[config.mk]
export PLATFORM = sky130hd
export DESIGN_NAME = mgt_01_mul_unit_flat
export DESIGN_NICKNAME = d
export VERILOG_FILES = /design/src/rtl/mgt_01_mul_unit_if.sv /design/src/rtl/mgt_01_mul_unit.sv /design/src/flat_wrapper.sv
export SDC_FILE = /design/constraint.sdc
export NUM_CORES = 1
export LEC_CHECK = 0
export ABC_AREA = 1
export BUFFER_PORTS_ARGS = -buffer_cell sky130_fd_sc_hd__buf_2
export CAP_MARGIN = 15
export CELL_PAD_IN_SITES_DETAIL_PLACEMENT = 0
export CELL_PAD_IN_SITES_GLOBAL_PLACEMENT = 1
export CORE_MARGIN = 8
export CORE_UTILIZATION = 45
export CTS_CLUSTER_DIAMETER = 60
export DETAILED_ROUTE_END_ITERATION = 7
export PLACE_DENSITY_LB_ADDON = 0.1
export SLEW_MARGIN = 5
export SYNTH_ARGS = -nofsm -noshare
export SYNTH_HDL_FRONTEND = slang
export SYNTH_SLANG_ARGS = --single-unit
[constraint.sdc]
create_clock -name clk_i -period 9.68 [get_ports clk_i]
set_input_delay 2.42 -clock clk_i [delete_from_list [all_inputs] [get_ports clk_i]]
set_output_delay 2.42 -clock clk_i [all_outputs]
set_load 0.02 [all_outputs]
[src/rtl/mgt_01_mul_unit_if.sv]
// Shared operation/state encodings and the request/response bundle of the
// iterative multiplier.
package mgt_01_mul_unit_pkg;
    typedef enum logic [1:0] {MUL_ = 2'd0, MULH_ = 2'd1, MULHSU_ = 2'd2, MULHU_ = 2'd3} mul_ops_e;
    typedef enum logic {FREE = 1'b0, BUSY = 1'b1} fu_state_e;
endpackage

interface mgt_01_mul_unit_if #(parameter int XLEN = 32);
    import mgt_01_mul_unit_pkg::*;

    logic            valid_i;
    logic [XLEN-1:0] multiplicand_i;
    logic [XLEN-1:0] multiplier_i;
    mul_ops_e        operation_i;
    logic [XLEN-1:0] result_o;
    logic            valid_o;
    fu_state_e       fu_state_o;

    modport master (output valid_i, multiplicand_i, multiplier_i, operation_i,
                    input  result_o, valid_o, fu_state_o);
    modport slave  (input  valid_i, multiplicand_i, multiplier_i, operation_i,
                    output result_o, valid_o, fu_state_o);
endinterface

[src/rtl/mgt_01_mul_unit.sv]
// Iterative radix-4 Booth multiplier for RV32M MUL/MULH/MULHSU/MULHU.
// One Booth digit per enabled cycle, 17 digits over 34-bit extended operands.
module mgt_01_mul_unit
    import mgt_01_mul_unit_pkg::*;
#(
    parameter int XLEN = 32
) (
    input  logic                clk_i,
    input  logic                rst_i,
    input  logic                clk_en_i,
    mgt_01_mul_unit_if.slave    bus
);
    localparam int OW   = XLEN + 2;      // extended operand width
    localparam int PW   = OW + 2;        // partial product width (digit up to +/-2)
    localparam int AW   = 2 * OW;        // accumulator width
    localparam int LAST = OW / 2 - 1;    // index of final Booth digit
    localparam int CW   = $clog2(LAST + 2);

    typedef enum logic [1:0] {IDLE, MULTIPLY, RESULT} state_e;

    state_e          state_q, state_d;
    logic [CW-1:0]   cnt_q, cnt_d;
    logic [AW-1:0]   acc_q, acc_d;
    logic [OW-1:0]   mc_q, mc_d;
    logic [OW-1:0]   mp_q, mp_d;
    logic            mprev_q, mprev_d;
    mul_ops_e        op_q, op_d;
    logic [XLEN-1:0] result_q, result_d;
    logic            valid_q, valid_d;

    logic [PW-1:0]   pp;
    logic [AW-1:0]   partial;
    logic [AW-1:0]   acc_sum;

    always_comb begin
        pp = '0;
        unique case ({mp_q[1:0], mprev_q})
            3'b001, 3'b010: pp = {{2{mc_q[OW-1]}}, mc_q};
            3'b011:         pp = {mc_q[OW-1], mc_q, 1'b0};
            3'b100:         pp = -{mc_q[OW-1], mc_q, 1'b0};
            3'b101, 3'b110: pp = -{{2{mc_q[OW-1]}}, mc_q};
            default:        pp = '0;
        endcase
        // Weight by 4^k: the digit index is the iteration counter.
        partial = {{(AW-PW){pp[PW-1]}}, pp} << {cnt_q, 1'b0};
        acc_sum = acc_q + partial;
    end

    always_comb begin
        state_d  = state_q;
        cnt_d    = cnt_q;
        acc_d    = acc_q;
        mc_d     = mc_q;
        mp_d     = mp_q;
        mprev_d  = mprev_q;
        op_d     = op_q;
        result_d = result_q;
        valid_d  = 1'b0;
        unique case (state_q)
            IDLE: begin
                if (bus.valid_i) begin
                    state_d = MULTIPLY;
                    op_d    = bus.operation_i;
                    mc_d    = (bus.operation_i == MULHU_)
                            ? {2'b00, bus.multiplicand_i}
                            : {{2{bus.multiplicand_i[XLEN-1]}}, bus.multiplicand_i};
                    mp_d    = (bus.operation_i == MUL_ || bus.operation_i == MULH_)
                            ? {{2{bus.multiplier_i[XLEN-1]}}, bus.multiplier_i}
                            : {2'b00, bus.multiplier_i};
                    mprev_d = 1'b0;
                    acc_d   = '0;
                    cnt_d   = '0;
                end
            end
            MULTIPLY: begin
                acc_d   = acc_sum;
                mp_d    = {{2{mp_q[OW-1]}}, mp_q[OW-1:2]};
                mprev_d = mp_q[1];
                cnt_d   = cnt_q + 1'b1;
                if (cnt_q == CW'(LAST)) begin
                    state_d  = RESULT;
                    valid_d  = 1'b1;
                    result_d = (op_q == MUL_) ? acc_sum[XLEN-1:0] : acc_sum[2*XLEN-1:XLEN];
                end
            end
            RESULT: state_d = IDLE;
            default: state_d = IDLE;
        endcase
    end

    always_ff @(posedge clk_i or posedge rst_i) begin
        if (rst_i) begin
            state_q  <= IDLE;
            cnt_q    <= '0;
            acc_q    <= '0;
            mc_q     <= '0;
            mp_q     <= '0;
            mprev_q  <= 1'b0;
            op_q     <= MUL_;
            result_q <= '0;
            valid_q  <= 1'b0;
        end else if (clk_en_i) begin
            state_q  <= state_d;
            cnt_q    <= cnt_d;
            acc_q    <= acc_d;
            mc_q     <= mc_d;
            mp_q     <= mp_d;
            mprev_q  <= mprev_d;
            op_q     <= op_d;
            result_q <= result_d;
            valid_q  <= valid_d;
        end
    end

    assign bus.result_o   = result_q;
    assign bus.valid_o    = valid_q;
    assign bus.fu_state_o = (state_q == IDLE) ? FREE : BUSY;
endmodule

[src/flat_wrapper.sv]
// flat-port wrapper written by rule: the top's interface ports become plain ports
module mgt_01_mul_unit_flat import mgt_01_mul_unit_pkg::*;
#(
    parameter int XLEN = 32
)
  (clk_i, rst_i, clk_en_i, bus_valid_i, bus_multiplicand_i, bus_multiplier_i, bus_operation_i, bus_result_o, bus_valid_o, bus_fu_state_o);
  mgt_01_mul_unit_if #(.XLEN(XLEN)) bus_i ();
  input  logic clk_i;
  input  logic rst_i;
  input  logic clk_en_i;
  input wire logic [$bits(bus_i.valid_i)-1:0] bus_valid_i;
  input wire logic [$bits(bus_i.multiplicand_i)-1:0] bus_multiplicand_i;
  input wire logic [$bits(bus_i.multiplier_i)-1:0] bus_multiplier_i;
  input wire logic [$bits(bus_i.operation_i)-1:0] bus_operation_i;
  output wire logic [$bits(bus_i.result_o)-1:0] bus_result_o;
  output wire logic [$bits(bus_i.valid_o)-1:0] bus_valid_o;
  output wire logic [$bits(bus_i.fu_state_o)-1:0] bus_fu_state_o;
  assign bus_i.valid_i = bus_valid_i;
  assign bus_i.multiplicand_i = bus_multiplicand_i;
  assign bus_i.multiplier_i = bus_multiplier_i;
  assign bus_i.operation_i = bus_operation_i;
  assign bus_result_o = bus_i.result_o;
  assign bus_valid_o = bus_i.valid_o;
  assign bus_fu_state_o = bus_i.fu_state_o;
  mgt_01_mul_unit #(.XLEN(XLEN)) u_core (.clk_i(clk_i), .rst_i(rst_i), .clk_en_i(clk_en_i), .bus(bus_i));
endmodule
# After elaboration in Yosys (flattened, before gate mapping)
# Cells that the tools add are included.
[totals]
output_inout_bits = 34
elab_cells = 58
ff_bits = 179
inputBits = 70
[op_classes]
shift = 1
bitwise_logic = 1
n_addsub = 4
n_eq_ne = 12
n_reduce_logical = 12
n_mux = 18
[op_table]
columns = ["operator", "n"]
rows = [
  ["one-hot mux 36 bit (4 select lines)", 1],
  ["one-hot mux 68 bit (2 select lines)", 1],
  ["2-to-1 mux 34 bit", 3],
  ["negator 36 bit", 2],
  ["adder 68 bit", 1],
  ["2-to-1 mux 68 bit", 1],
  ["one-hot mux 34 bit (2 select lines)", 1],
  ["<< shifter 68 x 6 -> 68 bit", 1],
  ["2-to-1 mux 32 bit", 1],
  ["AND reduction 3 bit", 4],
  ["one-hot mux 5 bit (2 select lines)", 1],
  ["== test 3 bit, second input constant", 3],
  ["== test 3 x 2 -> 1 bit, second input constant", 2],
  ["zero test 2 bit", 3],
  ["adder 5 x 1 -> 5 bit, second input constant", 1],
  ["== test 5 bit, second input constant", 1],
  ["2-to-1 mux 5 bit", 1],
  ["== test 2 x 1 -> 1 bit, second input constant", 2],
  ["2-to-1 mux 1 bit", 4],
  ["2-to-1 mux 2 bit", 2],
  ["one-hot mux 2 bit (2 select lines)", 1],
  ["AND reduction 4 bit", 1],
  ["OR reduction 2 bit", 2],
  ["== test 3 x 1 -> 1 bit, second input constant", 1],
  ["other kinds (7)", 7],
]

# Depth between registers and ports, before layout
# Gate-level depths: netlist of run 1.
[depth]
depth_word = 6
depth_mapped = 35

# Worst setup path after synthesis of run 1
# No wires, ideal clock.
[synth_timing]
kind = "reg2reg"
startpoint = "reg u_core.mc_q[0]"
endpoint = "reg u_core.result_q[22], in the netlist u_core.bus.result_o[22]"
n_path_buf = 0
stages_incl_launch_ff = 29
arrival_ns = 3.812
slack_ns = 5.747
cell_sequence = "dfrtp_1 inv_1 ha_1 nand2_2 nor2_4 nand2_1 xor2_1 nand2_1 nand3_1 o21a_1 nand2_1 o21ai_0 nand2_1 o21ai_0 o21ai_0 nor2_1 ha_1 a21oi_1 inv_1 a31oi_1 o21ai_0 a21oi_1 nand2_1 a21o_1 a21oi_2 o21bai_1 xor2_1 o21bai_1 nand2_1"
[synth_between]
elab_chain_cells = 5
word_cells_on_any_way = 6
[synth_lines]
columns = ["element", "line_no", "text"]
rows = [
  ["start: declaration", "mgt_01_mul_unit.sv:24", "logic [OW-1:0] mc_q, mc_d;"],
  ["start signal: assignment", "mgt_01_mul_unit.sv:106", "mc_q <= mc_d;"],
  ["negator 36 bit (on tied branches)", "mgt_01_mul_unit.sv:41, mgt_01_mul_unit.sv:40", ""],
  ["one-hot mux 36 bit (4 select lines) (*)", "mgt_01_mul_unit.sv:37", "unique case ({mp_q[1:0], mprev_q})"],
  ["<< shifter 68 x 6 -> 68 bit (*)", "mgt_01_mul_unit.sv:45", "partial = {{(AW-PW){pp[PW-1]}}, pp} << {cnt_q, 1'b0};"],
  ["adder 68 bit (*)", "mgt_01_mul_unit.sv:46", "acc_sum = acc_q + partial;"],
  ["2-to-1 mux 32 bit (*)", "mgt_01_mul_unit.sv:83", "result_d = (op_q == MUL_) ? acc_sum[XLEN-1:0] : acc_sum[2*XLEN-1:XLEN];"],
  ["end signal: assignment", "mgt_01_mul_unit.sv:110", "result_q <= result_d;"],
  ["end: declaration", "mgt_01_mul_unit.sv:28", "logic [XLEN-1:0] result_q, result_d;"],
]
# Every way passes the cells marked *; elsewhere a longest branch is shown, timed or not.
# A chain may end at the register's enable or synchronous reset.

# Final worst setup path of run 1
[layout_timing]
startpoint = "reg u_core.mc_q[0]"
endpoint = "reg u_core.result_q[31], in the netlist u_core.bus.result_o[31]"
# The elaborated chain is that of the path after synthesis.

==> results of run 1 <==
-- layout by cell type, fill, tap and decap left out, types with 13 or more instances in the layout --
cell / instances
a21o_1: 13
a21oi_1: 93
a22o_1: 20
a31oi_1: 33
buf_2: 103
buf_4: 18
clkbuf_16: 17
dfrtp_1: 174
ha_1: 66
inv_1: 234
nand2_1: 640
nand3_1: 158
nand3b_1: 13
nand4_1: 22
nor2_1: 186
nor2_2: 13
nor3_1: 14
o211ai_1: 48
o21ai_0: 221
o21ai_1: 61
o21bai_1: 13
o22ai_1: 35
xnor2_1: 18
xor2_1: 47
-- worst paths after layout --
kind	end	slack, ns
worst max-delay path	u_core.bus.result_o[31]	3.57
worst min-delay path	u_core.bus.result_o[6]	0.48
worst max register to register	u_core.bus.result_o[31]	3.57
worst min register to register	u_core.bus.result_o[6]	0.48
max in group asynchronous	u_core.cnt_q[2]	6.35
min in group asynchronous	u_core.mp_q[32]	2.01
-- state kept, by name, indices dropped and copies added, names as in the netlist, 2 cells and up --
| signal | cells |
|---|---|
| u_core.acc_q | 64 |
| u_core.bus.result_o | 32 |
| u_core.cnt_q | 5 |
| u_core.mc_q | 33 |
| u_core.mp_q | 34 |
| u_core.op_q | 2 |
| u_core.state_q | 2 |
-- kinds of logic (layout without fill, tap and decap cells) --
| family | count (synthesis) | in the layout | share of synthesized area [%] |
|---|---|---|---|
| flip-flops | 174 | 174 | 28.68 |
| other | 0 | 1 | 0 |
| adder cells (fa/ha/maj) | 67 | 67 | 5.570 |
| multiplexers | 10 | 10 | 0.6592 |
| AND/OR/NAND/NOR | 1089 | 1089 | 30.41 |
| XOR/XNOR | 65 | 65 | 3.749 |
| AO/OA/AOI/OAI | 574 | 574 | 21.98 |
| buffers and inverters | 351 | 401 | 8.957 |
-- cell usage after synthesis (18+ instances only) --
library cell and number:
xor2_1 47, o21ai_0 221, nand3_1 158, nand4_1 22, o22ai_1 35, buf_2 22
nor2_1 188, a21oi_1 93, dfrtp_1 174, clkbuf_1 66, o21ai_1 61, a31oi_1 33
ha_1 66, o211ai_1 48, xnor2_1 18, a22o_1 20, inv_1 235, nand2_1 640
-- cell type report --
cell class / instances / share of cell area, %
clock buffers: 20 / 2.806
flip-flops and latches: 174 / 26.18
multi-input cells: 1805 / 57.04
repair buffers: 124 / 4.334
diodes: 1 / 0.01505
well taps: 448 / 3.371
clock inverters: 12 / 0.6922
inverters: 245 / 5.560
-- per-layer routing --
| metal | vias up | global-route usage, % | routed length [um] |
|---|---|---|---|
| li1 | 7843 | - | - |
| met5 | - | 0 | 40 |
| met3 | 68 | 6.669 | 5436 |
| met2 | 675 | 41.75 | 23560 |
| met4 | 6 | 7.248 | 1059 |
| met1 | 7582 | 43.27 | 27240 |
-- critical path: cells and delay by family (launching register included) --
kind | cells | cell delay, ns
AND/OR/NAND/NOR | 13 | 1.45
buffers and inverters | 2 | 0.26
adder cells (fa/ha/maj) | 2 | 0.75
AO/OA/AOI/OAI | 12 | 3.15
flip-flops | 1 | 0.36
-- metrics by stage --
stage,util [%],hold slack [ns]
after CTS,49.63,0.4860
after detailed placement,47.88,0.4603
after global routing,49.84,0.5079
after floorplan,-,0.4498
final,49.84,0.4810
after global placement,47.88,0.4611
==> impl_metrics.ini, run 1 <==
[clock_tree]
cts_max_level = 4
postCtsHoldBufs = 0
clk_latency_ns = 0.47
cts_resized = 0
cts_made_buffers = 17
cts_tree = built
clock_path_buffers = 2
clock-sinks = 174
root_buffer = clkbuf_16
cts_setup_buffers = 0
cts.reportedPaths.clkPinSlew_ns = 0.08

[timing]
slew_headroom_pct = 33.83
worst_clock_skew_ns = 0.01682
max_freq_ghz = 0.1638
setup_slack_ns = 3.575
tightest_slew_ns = 0.9910
slew_viol_final = 0
final_hold_viol_count = 0
rsz0062_at_grt = no
setup_violations = 0
period_needed_ns = 6.105
finalSetupTns_ns = 0
fin_crit_sh_pct = 63.07

[logic_synthesis]
synth_area_leaders = dfrtp_1 (29%), nand2_1 (16%), o21ai_0 (7.3%), inv_1 (5.8%), ha_1 (5.4%)
synth.distinct_cells = 53
async_flop_share_pct = 100.0
synth_flop_cell = dfrtp_1
ys_ff_latch = 174
synth_top_area_share_pct = 28.68
synth_top_cell_by_area = dfrtp_1
netlist_instances = 2330
syn_nets = 2467
synth-seq-area-share_pct = 28.68
yosysWarnings = 0
synth_edf_count = 0
netlist_area_um2 = 15180
synth_area_per_cell_um2 = 6.517

[global_routing]
grt_overflow = 0
grt_max_degree = 121
grt_pass1_wl_mm = 89.44
track_usage_pct = 29.13
grt_pass1_vias = 15450
antenna_found_initial = 3

[finish]
stdcell_area_um2 = 16630
seqCellArea_um2 = 4354
drive_gt1_share_pct = 9.370
fillCellCount = 3511
syn2layout_area_growth_pct = 9.517
multi_input_area_um2 = 9485
final_nets = 2504
instances_no_fill = 2829

[placement]
dpl.cell_count = 2793
place_congestion = 0.9998
placed_cell_area_um2 = 15980
hpwl_mm = 44.41
port_buffers = 103
pre_cts_ws_ns = 3.626

[outcome]
outcome = finished clean

[drt]
post_drt_via_cell_ratio = 5.717
drc = 0
drt_iter0_drc = 1698
ant_nets = 0
dr.pass1.iters = 6
wl_mm = 57.34
via_count = 16170
wire_per_inst_um = 20.27

[floorplan]
row_count = 67
pin_count = 104
die_area_um2 = 39880
die_h_um = 199.7
core_um2 = 33360
start_util_pct = 45.51
dieWidth_um = 199.7

[hold_path]
hp-class = reg -> reg
hold_start = u_core.bus.result_o[6]
hold_depth = 2

[critical_path]
startpoint = u_core.mc_q[0]
arrival_ns = 6.45
slowest_delay_ns = 0.48
cp_common_cell = nand2_1
path_class = reg -> reg
cp-end-kind = register
reg2reg_from = u_core.mc_q[0]
crit_slowest_cell = o21ai_0
critPathLaunchType = register
r2r_cells = 29
required_ns = 10.03
cp_max_fo = 5

[job]
drv_cap = 0
Power of run 1 is not shown: default switching activity piles up to over one toggle a cycle in this logic, so the estimate is an artifact.
==> run 2: changes to the inputs <==
Clock period 9.68 ns to 6.06 ns, I/O delays scaled along.
==> run 2 against run 1 <==
Clock skew up 0.0032 ns; setup slack worse by 3.1 ns; die area is the same; critical path depth shrank 1; via count down 0.12%; cell count increased by 0.42%; sequential share of layout area down 0.098 points; core utilization rose by 0.19 points; first-iteration DRC count down 12%; cell area rose by 0.38%; critical path type unchanged.
==> impl_metrics.ini, run 2 (synthesis results as in run 1) <==
[critical_path]
cp_max_fo = 5
r2r_cells = 28
arrival_ns = 5.97
critPathLaunchType = register
cp-end-kind = register
cp_common_cell = nand2_1
path_class = reg -> reg
crit_slowest_cell = dfrtp_1
required_ns = 6.41
slowest_delay_ns = 0.43

[clock_tree]
root_buffer = clkbuf_16
cts.reportedPaths.clkPinSlew_ns = 0.08
cts_tree = built
postCtsHoldBufs = 0
cts_made_buffers = 17
clock_path_buffers = 2
clock-sinks = 174
cts_setup_buffers = 0
cts_max_level = 4
clk_latency_ns = 0.47

[drt]
dr_wl_met2_mm = 22.62
drc = 0
wire_per_inst_um = 19.88
m1WireLength_mm = 26.72
dr_wl_met3_mm = 5.636
highest_layer = met5
ant_nets = 0
via_count = 16160
drt_iter0_drc = 1495
post_drt_via_cell_ratio = 5.686
wl_mm = 56.49
dr.pass1.iters = 5

[timing]
max_freq_ghz = 0.1779
rsz0062_at_grt = no
final_hold_viol_count = 0
finalSetupTns_ns = 0
timing.hold.ws_ns = 0.4768
fin_crit_sh_pct = 92.74
worst_clock_skew_ns = 0.01998
slew_viol_final = 0
slew_headroom_pct = 32.43
tightest_slew_ns = 1.012
period_needed_ns = 5.620
setup_violations = 0

[global_routing]
grt_pass1_vias = 15660
grt_pass1_wl_mm = 88.88
grt_overflow = 0
track_usage_pct = 28.88
antenna_found_initial = 1
grt_max_degree = 71

[finish]
syn2layout_area_growth_pct = 9.929
layout_commonest_cell = nand2_1
final_nets = 2518
instances_no_fill = 2841
reg_top3 = u_core.acc_q (64), u_core.mp_q (34), u_core.mc_q (33)
most-common-layout-cells = nand2_1 (640), inv_1 (233), o21ai_0 (219)
largest_reg_flops = 64
drive_gt1_share_pct = 10.07
multi_input_area_um2 = 9512
top_register = u_core.acc_q
fillCellCount = 3563
stdcell_area_um2 = 16690
seqCellArea_um2 = 4354
diodes = 0

[floorplan]
row_count = 67
die_h_um = 199.7
core_um2 = 33360
start_util_pct = 45.51
dieWidth_um = 199.7
die_area_um2 = 39880
pin_count = 104

[placement]
placed_cell_area_um2 = 16100
hpwl_mm = 44.30
port_buffers = 103
place_congestion = 0.9952
dpl.cell_count = 2810

[hold_path]
hold_depth = 2
hp-class = reg -> reg

[outcome]
outcome = finished clean

[job]
drv_cap = 0
-- run 2: cell count changes in the layout (fill, tap and decap cells not counted), sizes merged --
| cell | change |
|---|---|
| buf | +14 |
| clkbuf | -2 |
| clkinv | +2 |
| diode | -1 |
| inv | -1 |
-- run 2: worst paths after layout --
kind                                      endpoint          startpoint  slack [ns]
max                        u_core.bus.result_o[24]     u_core.mc_q[11]        0.44
min                             u_core.bus.valid_o  u_core.bus.valid_o        0.48
max reg2reg                u_core.bus.result_o[24]     u_core.mc_q[11]        0.44
min reg2reg                     u_core.bus.valid_o  u_core.bus.valid_o        0.48
max in group asynchronous          u_core.acc_q[8]               rst_i        3.58
min in group asynchronous         u_core.acc_q[40]               rst_i        1.15
-- run 2: critical path: cells and delay by family, from the launching register on --
family,cells,cell delay [ns]
XOR/XNOR,2,0.61
adder cells (fa/ha/maj),1,0.36
AND/OR/NAND/NOR,14,1.89
AO/OA/AOI/OAI,9,2.01
flip-flops,1,0.43
buffers and inverters,1,0.10
multiplexers,1,0.10
-- run 2: routing by layer --
layer / vias to the layer above / global-route usage [%]
li1: 7884 / -
met1: 7589 / 40.80
met2: 600 / 40.43
met3: 78 / 10.22
met4: 4 / 8.447
met5: - / 2.551
-- run 2: final cells by class --
cell class	count	share of cell area [%]
Multi-Input combinational cell	1805	56.98
Inverter	245	5.532
Sequential cell	174	26.08
Timing Repair Buffer	138	4.662
Tap cell	448	3.358
Clock buffer	18	2.631
Clock inverter	13	0.7496
-- run 2: stage by stage --
step           utilization [%]  setup slack (ns)
2_1_floorplan                -             2.127
4_1_cts                  49.95            0.4534
5_1_grt                  50.03           0.01082
3_5_place_dp             48.26            0.5239
6_report                 50.03            0.4397
3_3_place_gp             48.26            0.5036
-- run 2: what timing repair did --
item                                   CTS  global route
endpoints found under the hold margin    0             0
setup endpoints to repair                0            14
resized for setup                        0             7
Power of run 2 is left out for the same reason.
